File: config.mk
export PLATFORM = sky130hd
export DESIGN_NAME = seq_divider
export DESIGN_NICKNAME = d
export VERILOG_FILES = /design/src/rtl/seq_divider.sv
export SDC_FILE = /design/constraint.sdc
export NUM_CORES = 1
export LEC_CHECK = 0
export BUFFER_PORTS_ARGS = -buffer_cell sky130_fd_sc_hd__buf_2
export CAP_MARGIN = 20
export CORE_MARGIN = 2
export CORE_UTILIZATION = 53
export CTS_CLUSTER_DIAMETER = 60
export CTS_CLUSTER_SIZE = 40
export DETAILED_ROUTE_END_ITERATION = 12
export GPL_TIMING_DRIVEN = 0
export PLACE_DENSITY = 0.77
export SYNTH_ARGS = -nofsm -noshare
export SYNTH_HDL_FRONTEND = slang
export SYNTH_SLANG_ARGS = --single-unit
File: constraint.sdc
create_clock -name clk -period 3.1 [get_ports clk]
set_input_delay 0.62 -clock clk [delete_from_list [all_inputs] [get_ports clk]]
set_output_delay 0.62 -clock clk [all_outputs]
set_load 0.02 [all_outputs]
File: src/rtl/seq_divider.sv
// seq_divider: non-restoring sequential divider, one quotient bit per clock.
// Define DIV_SIGNED_EN for two's complement operands (default: unsigned).
module seq_divider #(
  parameter int WIDTH = 16
) (
  input  logic             clk,
  input  logic             reset,
  input  logic             start,
  input  logic [WIDTH-1:0] dividend,
  input  logic [WIDTH-1:0] divisor,
  output logic [WIDTH-1:0] quotient,
  output logic [WIDTH-1:0] remainder,
  output logic             busy,
  output logic             done,
  output logic             div_by_zero
);

  localparam int CW = $clog2(WIDTH + 1);

  typedef enum logic [1:0] {
    IDLE,
    ITER,
    FIX
  } state_t;

  state_t state;
  state_t state_d;

  logic [WIDTH:0]   a_r;
  logic [WIDTH-1:0] q_r;
  logic [WIDTH-1:0] m_r;
  logic [CW-1:0]    count;

  logic             accept;
  logic             zero_div;
  logic [WIDTH-1:0] dvd_mag;
  logic [WIDTH-1:0] dvs_mag;
  logic [WIDTH:0]   a_sh;
  logic [WIDTH:0]   a_step;
  logic [WIDTH:0]   a_fix;
  logic [WIDTH-1:0] q_res;
  logic [WIDTH-1:0] r_res;

  assign accept   = (state == IDLE) && start;
  assign zero_div = (divisor == '0);
  assign busy     = (state != IDLE);

  assign a_sh   = {a_r[WIDTH-1:0], q_r[WIDTH-1]};
  assign a_step = a_r[WIDTH] ? a_sh + {1'b0, m_r}
                             : a_sh - {1'b0, m_r};
  assign a_fix  = a_r[WIDTH] ? a_r + {1'b0, m_r} : a_r;

`ifdef DIV_SIGNED_EN
  logic neg_q;
  logic neg_r;

  assign dvd_mag = dividend[WIDTH-1] ? -dividend : dividend;
  assign dvs_mag = divisor[WIDTH-1] ? -divisor : divisor;
  assign q_res   = neg_q ? -q_r : q_r;
  assign r_res   = neg_r ? -a_fix[WIDTH-1:0]
                         : a_fix[WIDTH-1:0];
`else
  assign dvd_mag = dividend;
  assign dvs_mag = divisor;
  assign q_res   = q_r;
  assign r_res   = a_fix[WIDTH-1:0];
`endif

  // State register
  always_ff @(posedge clk) begin
    if (reset) state <= IDLE;
    else       state <= state_d;
  end

  // Next-state: zero divisor completes in IDLE without iterating
  always_comb begin
    state_d = state;
    unique case (state)
      IDLE: if (accept && !zero_div) state_d = ITER;
      ITER: if (count == CW'(1))     state_d = FIX;
      FIX:  state_d = IDLE;
      default: state_d = IDLE;
    endcase
  end

  // Datapath: capture, iterate, correct and publish results
  always_ff @(posedge clk) begin
    if (reset) begin
      a_r         <= '0;
      q_r         <= '0;
      m_r         <= '0;
      count       <= '0;
      quotient    <= '0;
      remainder   <= '0;
      done        <= 1'b0;
      div_by_zero <= 1'b0;
`ifdef DIV_SIGNED_EN
      neg_q       <= 1'b0;
      neg_r       <= 1'b0;
`endif
    end else begin
      done <= 1'b0;
      unique case (state)
        IDLE: begin
          if (accept) begin
            if (zero_div) begin
              quotient    <= '1;
              remainder   <= dividend;
              div_by_zero <= 1'b1;
              done        <= 1'b1;
            end else begin
              a_r         <= '0;
              q_r         <= dvd_mag;
              m_r         <= dvs_mag;
              count       <= CW'(WIDTH);
              div_by_zero <= 1'b0;
`ifdef DIV_SIGNED_EN
              neg_q <= dividend[WIDTH-1] ^ divisor[WIDTH-1];
              neg_r <= dividend[WIDTH-1];
`endif
            end
          end
        end
        ITER: begin
          a_r   <= a_step;
          q_r   <= {q_r[WIDTH-2:0], ~a_step[WIDTH]};
          count <= count - CW'(1);
        end
        FIX: begin
          a_r       <= a_fix;
          quotient  <= q_res;
          remainder <= r_res;
          done      <= 1'b1;
        end
        default: ;
      endcase
    end
  end

endmodule

# Word-level counts from Yosys, hierarchy flattened

Index checks and enable logic that the tools add are counted.

Word-level logic and storage cells: 61
Output and inout bits: 35
Input bits: 35
Register bits after elaboration: 90

Multiplexer cells: 23
Equality and inequality tests: 8
Bitwise gates (word level): 2
Add/subtract/negate cells: 4
Reduce and logical (&&, ||, !) cells: 15

Operators with widths:

| cell                  | count |
|---|---|
| $mux W16              | 6 |
| $pmux W16 S2          | 3 |
| $mux W17              | 4 |
| $pmux W17 S3          | 1 |
| $add A17 B16 Y17      | 2 |
| $sub A17 B16 Y17      | 1 |
| $logic_not A16 Y1     | 1 |
| $reduce_and A3 Y1     | 4 |
| $mux W5               | 2 |
| $pmux W5 S2           | 1 |
| $ne A2 B2 Y1 const B  | 4 |
| $reduce_bool A2 Y1    | 3 |
| $eq A5 B1 Y1 const B  | 1 |
| $sub A5 B1 Y5 const B | 1 |
| $mux W2               | 2 |
| $pmux W2 S2           | 1 |
| $reduce_and A2 Y1     | 2 |
| $reduce_bool A3 Y1    | 1 |
| $eq A2 B1 Y1 const B  | 1 |
| $eq A2 B2 Y1 const B  | 1 |
| $logic_and A1 B1 Y1   | 2 |
| $logic_not A2 Y1      | 1 |
| $mux W1               | 2 |
| $ne A2 B1 Y1 const B  | 1 |
| other kinds (3)       | 4 |

# Logic depth before layout (Yosys ltp)

Gate-level depths: netlist (run 1).

Depth in word-level cells: 5
Depth in mapped cells: 15
Gate-level depth less buffers: 14

# Least setup slack after synthesis (run 1)

OpenSTA, ideal clock, no wires.

Path kind: register -> register
From: register a_r[16]
To: register q_r[0]
Required time: 2.981 ns
Slack: -0.024 ns
Library setup time: 0.119 ns
Stages on the path, launching flop included: 14
Period minus slack after synthesis: 3.124 ns
Arrival: 3.005 ns
Buffers on the path: 3
Path through: dfxtp_1 > clkbuf_1 > clkbuf_1 > clkbuf_1 > nor2_1 > xor2_1 > ha_1 > nor2b_1 > o31ai_1 > a21oi_1 > a31oi_1 > o211ai_1 > xnor2_1 > o221a_2

Cells in the longest elaborated chain, start to end: 3

Ends and longest elaborated chain:

| item                     | line | RTL |
|---|---|---|
| start: declaration       | 29   | `logic [WIDTH:0] a_r;` |
| start signal: assignment | 125  | `a_r <= a_step;` |
| start signal: assignment | 130  | `a_r <= a_fix;` |
| $mux W17                 | 49   | `assign a_step = a_r[WIDTH] ? a_sh + {1'b0, m_r}` |
| $not A1 Y1               | 126  | `q_r <= {q_r[WIDTH-2:0], ~a_step[WIDTH]};` |
| $pmux W16 S2             | 103  | `unique case (state)` |
| end signal: assignment   | 113  | `q_r <= dvd_mag;` |
| end signal: assignment   | 126  |  |
| end: declaration         | 30   | `logic [WIDTH-1:0] q_r;` |

Every way passes these cells.
A chain may end at the register's enable or synchronous reset.

# Worst setup path after layout (run 1)

From: register m_r[6]
To: register q_r[0]

Cells in the longest elaborated chain, start to end: 4
Elaborated cells on any way between the ends: 5
Classes of those cells: add/sub (2); mux (2); bitwise (1)

Ends and longest elaborated chain:

| item                                                        | line   | RTL |
|---|---|---|
| start: declaration                                          | 31     | `logic [WIDTH-1:0] m_r;` |
| start signal: assignment                                    | 114    | `m_r <= dvs_mag;` |
| $sub A17 B16 Y17 / $add A17 B16 Y17 (equally long branches) | 50, 49 |  |
| $mux W17 (*)                                                | 49     |  |
| $not A1 Y1 (*)                                              | 126    |  |
| $pmux W16 S2 (*)                                            | 103    |  |

Mark *: on every way between the ends. The rest lies on a longest branch, timed or not.

==> results of run 1 <==
-- layout make-up --
cell class | instances | area (µm²) | share of cell area [%]
tap | 140 | 175 | 2.59
inverter | 19 | 71.3 | 1.05
buffer | 41 | 183 | 2.70
clock inverter | 7 | 81.3 | 1.20
multi-input combinational | 582 | 3850 | 56.9
clock buffer | 9 | 124 | 1.83
timing repair buffer | 84 | 458 | 6.77
sequential | 90 | 1820 | 26.9
-- through the flow --
step / instance area, µm² / total power [mW]
after global placement: 6290 / 2.53
final: 6760 / 3.53
after global routing: 6760 / 3.74
after detailed placement: 6290 / 2.57
after floorplan: 5770 / 2.25
after CTS: 6630 / 3.44
-- routing by layer --
layer	vias to the layer above	GRT usage (%)	wire length [µm]
met3	39	4.16	1330
met4	0	13.5	430
li1	2859	-	-
met5	-	0	0
met2	263	51.9	8350
met1	2716	38.9	7380
-- logic make-up (layout without fill, tap and decap cells) --
kind of cell,count (synthesis),in the layout
AO/OA/AOI/OAI,244,244
adder cells (fa/ha/maj),42,42
buffers and inverters,61,160
multiplexers,21,21
XOR/XNOR,39,39
flip-flops,90,90
AND/OR/NAND/NOR,236,236
-- synthesized netlist by cell type (5+ instances only) --
cell type / count / share of area, %
o21ai_0: 45 / 3.9
nor4_1: 7 / 0.76
a21o_1: 15 / 2.0
a31oi_1: 9 / 0.98
nor2b_1: 9 / 0.98
clkbuf_1: 41 / 2.7
mux2i_1: 19 / 3.3
xor2_1: 24 / 3.6
o221ai_1: 9 / 1.4
xnor2_1: 15 / 2.3
and3_1: 5 / 0.54
nand3_1: 15 / 1.3
nand4_1: 7 / 0.76
nor3_1: 12 / 1.0
nor2_1: 67 / 4.4
inv_1: 18 / 1.2
dfxtp_1: 90 / 31
a21oi_1: 84 / 7.3
a211oi_1: 26 / 3.4
nand2_1: 94 / 6.1
ha_1: 40 / 8.7
-- power groups by stage --
stage,registers (mW),clock network (mW),logic (mW)
after floorplan,1.40,0,0.850
after global placement,1.39,0,1.13
after detailed placement,1.40,0,1.17
after CTS,1.38,0.842,1.22
after global routing,1.39,0.890,1.45
final,1.38,0.842,1.31
-- sequential cells by signal (all words and copies together) (netlist names) --
register	flops
a_r	17
m_r	16
q_r	16
quotient	16
remainder	16
count	5
state	2
div_by_zero	1
done	1
-- worst reg2reg max path: cells and delay by family, from the launching register on --
family | cells | cell delay, ns
flops | 1 | 0.35
compound gates | 6 | 0.91
simple gates | 4 | 0.98
xor+xnor | 2 | 0.43
fa+ha+maj | 1 | 0.35
-- final timing paths --
| check | start | endpoint |
|---|---|---|
| max reg2reg | m_r[6] | q_r[0] |
| min | quotient[6] | quotient[6] |
| min reg2reg | quotient[6] | quotient[6] |
| max | m_r[6] | q_r[0] |
-- what timing repair did --
action                                  CTS  global route
endpoints found under the hold margin     0             0
setup buffers                             6             9
hold buffers                              0             0
gates resized for setup                  27            20
endpoints found under the setup margin   14            10
pin swaps                                 7             9
==> flow_summary.toml, run 1 <==
[status]
outcome = "complete, no violations"

[layout]
drive_gt1_share_pct = 17.3
nets = 904
antenna_cells = 0
fin_cells = 972
utilization_pct = 62.9
final_cell_mix = "94 x nand2_1, 84 x dfxtp_1, 80 x a21oi_1, 70 x buf_2, 65 x nor2_1"
fillCellCount = 972
final_common_cell = "nand2_1"
area_growth_pct = 17.2

[floorplanning]
die_area_um2 = 11700
die_x_um = 108
io_pins = 70
core_um2 = 10700
fp-row-count = 38
die_y_um = 108
initial_utilization_pct = 53.7

[global_routing]
grt_pass1_wl_um = 27600
grt_start_max_net_pins = 20
track_usage_pct = 30.7
grt_pass1_vias = 5497
antenna_found_initial = 0
overflow = 0

[critical_path]
crit_top_cell = "a21oi_2"
slowest_stage = "or4_4"
cp.depth = 13
r2r_slack_ns = 0.02
path_cells = "or4_4 -> nor4_4 -> and2b_2 -> a21oi_2 -> xor2_1 -> ha_1 -> a21o_1 -> a21oi_2 -> nor2b_1 -> a31oi_1 -> o211ai_1 -> xnor2_2 -> o221a_2"
path_buf_inv = 0
path_class = "reg2reg"
cp-end-kind = "register"
cp_max_fo = 5
slowest_delay_ns = 0.56
crit_family = "simple AND/OR/NAND/NOR gates"
crit_arrival_ns = 3.43
crit_required_ns = 3.44
critPathLaunchType = "register"
r2r_cells = 13

[sta]
hold_violations = 0
worstMarginPinSlew_ns = 0.779
setup_viol_count_final = 0
period_share_pct = 99.5
fmax_mhz = 324
fin_ws_ns = 0.0157
rsz0062_at_grt = "true"
slew_headroom_pct = 48.1
min_period_ns = 3.08
slew_viol_final = 0
finalClockSkew_ns = 0.0122
setup_tns_ns = 0
worst_hold_slack_ns = 0.451

[detailed_routing]
routed-via-count = 5877
ant_nets = 0
wl_per_cell_um = 18.0
viasPerCell = 6.05
dr.pass1.iters = 6
drc_errors = 0
totalWireLength_um = 17500
drtIter0Drc = 496

[placement]
dp_slack_ns = -1.22
dp_cells = 942
place.detailed.hpwl_um = 13600
port-buffer-count = 69
gp_congestion = 0.959

[synth]
synth_top_family_by_area = "compound AO/OA/AOI/OAI gates"
synth_edf_count = 0
synth.distinct_cells = 61
synthArstFlopShare_pct = 0
postSynthCellCount = 733
synth.area.mux_share_pct = 3.69
synthAdderAreaFrac_pct = 9.37
syn-num-nets = 810
synth-xor-area-share_pct = 5.92
netlist_area_um2 = 5770
synth_compound_area_share_pct = 27.3
avgSynthCellArea_um2 = 7.87
ys_ff_latch = 90
synthFlopType = "dfxtp_1"
yosysWarnings = 0
yosysSeqAreaShare_pct = 31.2
synth-simple-area-share_pct = 18.5

[clocking]
clk_path_buf_depth = 2
clkSlewWorstSetupHoldPaths_ns = 0.11
numCtsBuffers = 9
cts_max_level = 3
cts_sinks = 90
cts_tree = "built"
clock_latency_ns = 0.39
cts_root_buffer = "clkbuf_8"

[hold_path]
hold_class = "reg2reg"
hold_depth = 2

[pwr]
internal_power_mw = 2.13
clkPwrFrac_pct = 23.9
ir_drop_uv = 270
p_seq_share_pct = 39.1
leakagePower_nw = 2.86
swShare_pct = 39.8
p_switching_mw = 1.41
powerDensity_nw_per_um2 = 522
p_comb_share_pct = 37.1

[run]
maxCapViolCount = 0
Note: power is estimated with default switching activity, not from simulation.
==> inputs of run 2 (changes only) <==
--- a/config.mk
+++ b/config.mk
@@ -8,12 +8,12 @@
 export BUFFER_PORTS_ARGS = -buffer_cell sky130_fd_sc_hd__buf_2
 export CAP_MARGIN = 20
 export CORE_MARGIN = 2
-export CORE_UTILIZATION = 53
+export CORE_UTILIZATION = 55
 export CTS_CLUSTER_DIAMETER = 60
 export CTS_CLUSTER_SIZE = 40
 export DETAILED_ROUTE_END_ITERATION = 12
 export GPL_TIMING_DRIVEN = 0
-export PLACE_DENSITY = 0.77
+export PLACE_DENSITY = 0.76
 export SYNTH_ARGS = -nofsm -noshare
 export SYNTH_HDL_FRONTEND = slang
 export SYNTH_SLANG_ARGS = --single-unit
==> constraint.sdc (replaced) <==
create_clock -name clk -period 3.22 [get_ports clk]
set_input_delay 0.644 -clock clk [delete_from_list [all_inputs] [get_ports clk]]
set_output_delay 0.644 -clock clk [all_outputs]
set_load 0.02 [all_outputs]
==> run 2 against run 1 <==
Net effect: sequential share of layout area increased by 0.20 points; final area shrank 0.87%; clock-buffer cell count increased by 1; sequential power shrank 4%; worst setup slack better by 0.0051 ns; highest routed layer unchanged; flip-flop and latch count unchanged; critical endpoint unchanged; via count is 1.2% higher.
==> flow_summary.toml, run 2 (same netlist as run 1, synthesis figures left out) <==
[detailed_routing]
ant_nets = 0
drtIter0Drc = 503
dr.pass1.iters = 5
drc_errors = 0
routed-via-count = 5949
viasPerCell = 6.19
wl_per_cell_um = 18.6
totalWireLength_um = 17900

[global_routing]
grt_start_max_net_pins = 20
grt_pass1_wl_um = 27700
antenna_found_initial = 0
met3_usage_pct = 4.29
overflow = 0
use_met1_pct = 39.6
grt_busiest_layer = "met2"
met2_usage_pct = 54.6
track_usage_pct = 31.5
grt_pass1_vias = 5547

[layout]
fillCellCount = 939
nets = 897
area_growth_pct = 16.2
top_register = "a_r"
final_cell_mix = "94 x nand2_1, 84 x dfxtp_1, 81 x a21oi_1, 71 x buf_2, 65 x nor2_1"
drive_gt1_share_pct = 16.4
largest_register_ffs = 17
fin_cells = 961
antenna_cells = 0
utilization_pct = 65.2
final_common_cell = "nand2_1"

[clocking]
clkSlewWorstSetupHoldPaths_ns = 0.11
cts_tree = "built"
clk_path_buf_depth = 2
numCtsBuffers = 9
clock_latency_ns = 0.39
cts_max_level = 3
cts_root_buffer = "clkbuf_8"
cts_sinks = 90
holdBufCountCts = 0

[critical_path]
path_class = "reg2reg"
cp_max_fo = 19
setup.worst_path.start = "a_r[16]"
r2r_cells = 11
crit_required_ns = 3.50
crit_arrival_ns = 3.48
crit_family = "compound AO/OA/AOI/OAI gates"
regToRegStartpoint = "a_r[16]"
path_cells = "buf_2 -> a21oi_1 -> xor2_1 -> ha_1 -> o211a_1 -> o31ai_2 -> a21oi_2 -> a31oi_4 -> o211ai_1 -> xnor2_2 -> o221a_2"
path_buf_inv = 1
critPathLaunchType = "register"
r2r_slack_ns = 0.02
crit_path_end = "q_r[0]"
r2r-end = "q_r[0]"
slowest_stage = "dfxtp_4"
cp-end-kind = "register"
cp.depth = 11
slowest_delay_ns = 0.45

[sta]
fmax_mhz = 313
slew_viol_final = 0
setup_viol_count_final = 0
worst_hold_slack_ns = 0.451
worstMarginPinSlew_ns = 0.791
finalClockSkew_ns = 0.0217
rsz0062_at_grt = "true"
period_share_pct = 99.4
hold_violations = 0
slew_headroom_pct = 47.3
min_period_ns = 3.20

[run]
maxCapViolCount = 0

[status]
outcome = "complete, no violations"

[placement]
gp_congestion = 0.988
dp_cells = 938
port-buffer-count = 69
place.detailed.hpwl_um = 13900

[floorplanning]
io_pins = 70
die_x_um = 106
die_area_um2 = 11300
initial_utilization_pct = 56.1
core_um2 = 10300
die_y_um = 106
fp-row-count = 37

[pwr]
leakagePower_nw = 2.82
ir_drop_uv = 261
powerDensity_nw_per_um2 = 513
total_power_mw = 3.44

[hold_path]
hold_class = "reg2reg"
[run 2: where the power goes]
part	switching [mW]	internal, mW	total (mW)	leakage [nW]
Combinational	0.763	0.497	1.26	1.98
Sequential	0.109	1.22	1.33	0.738
Clock	0.461	0.389	0.849	0.0999
[run 2: stage by stage]
stage / setup slack, ns / instance area [µm²] / setup TNS [ns]
after floorplan: 0.0960 / 5770 / 0
after global placement: -1.30 / 6280 / -9.47
after detailed placement: -1.32 / 6280 / -10.15
after CTS: 0.00714 / 6600 / 0
after global routing: -0.0848 / 6700 / -0.148
final: 0.0208 / 6700 / 0
[run 2: per-layer routing]
| layer | vias up | routed length [µm] |
|---|---|---|
| met3 | 44 | 1200 |
| li1 | 2842 | - |
| met4 | 0 | 565 |
| met1 | 2810 | 7530 |
| met2 | 253 | 8590 |
| met5 | - | 0 |
[run 2: worst min-delay path, cell delays in order, from the launching register on]
cell     delay, ns
dfxtp_1       0.32
nand2_1       0.05
a21oi_1       0.05
[run 2: repair_timing]
item	4_1_cts	5_1_grt
gates resized for setup	19	21
setup buffers	4	5
endpoints found under the setup margin	14	6
pin swaps	5	11
[run 2: how the worst min path moves through the flow]
stage,start,to,slack (ns),depth (start not counted)
4_1_cts,quotient[15],quotient[15],0.45,2
3_5_place_dp,quotient[0],quotient[0],0.44,2
2_1_floorplan,m_r[8],m_r[8],0.47,2
3_3_place_gp,quotient[4],quotient[4],0.44,2
6_report,remainder[7],remainder[7],0.45,2
5_1_grt,quotient[13],quotient[13],0.48,2
[run 2: cell type report]
class                   instances  area (µm²)  area share (%)
well taps                     136         170            2.54
flip-flops and latches         90        1820            27.1
clock buffers                  10         138            2.05
clock inverters                 6        71.3            1.06
repair buffers                 78         425            6.35
inverters                      19        71.3            1.06
plain buffers                  40         160            2.39
multi-input cells             582        3850            57.4
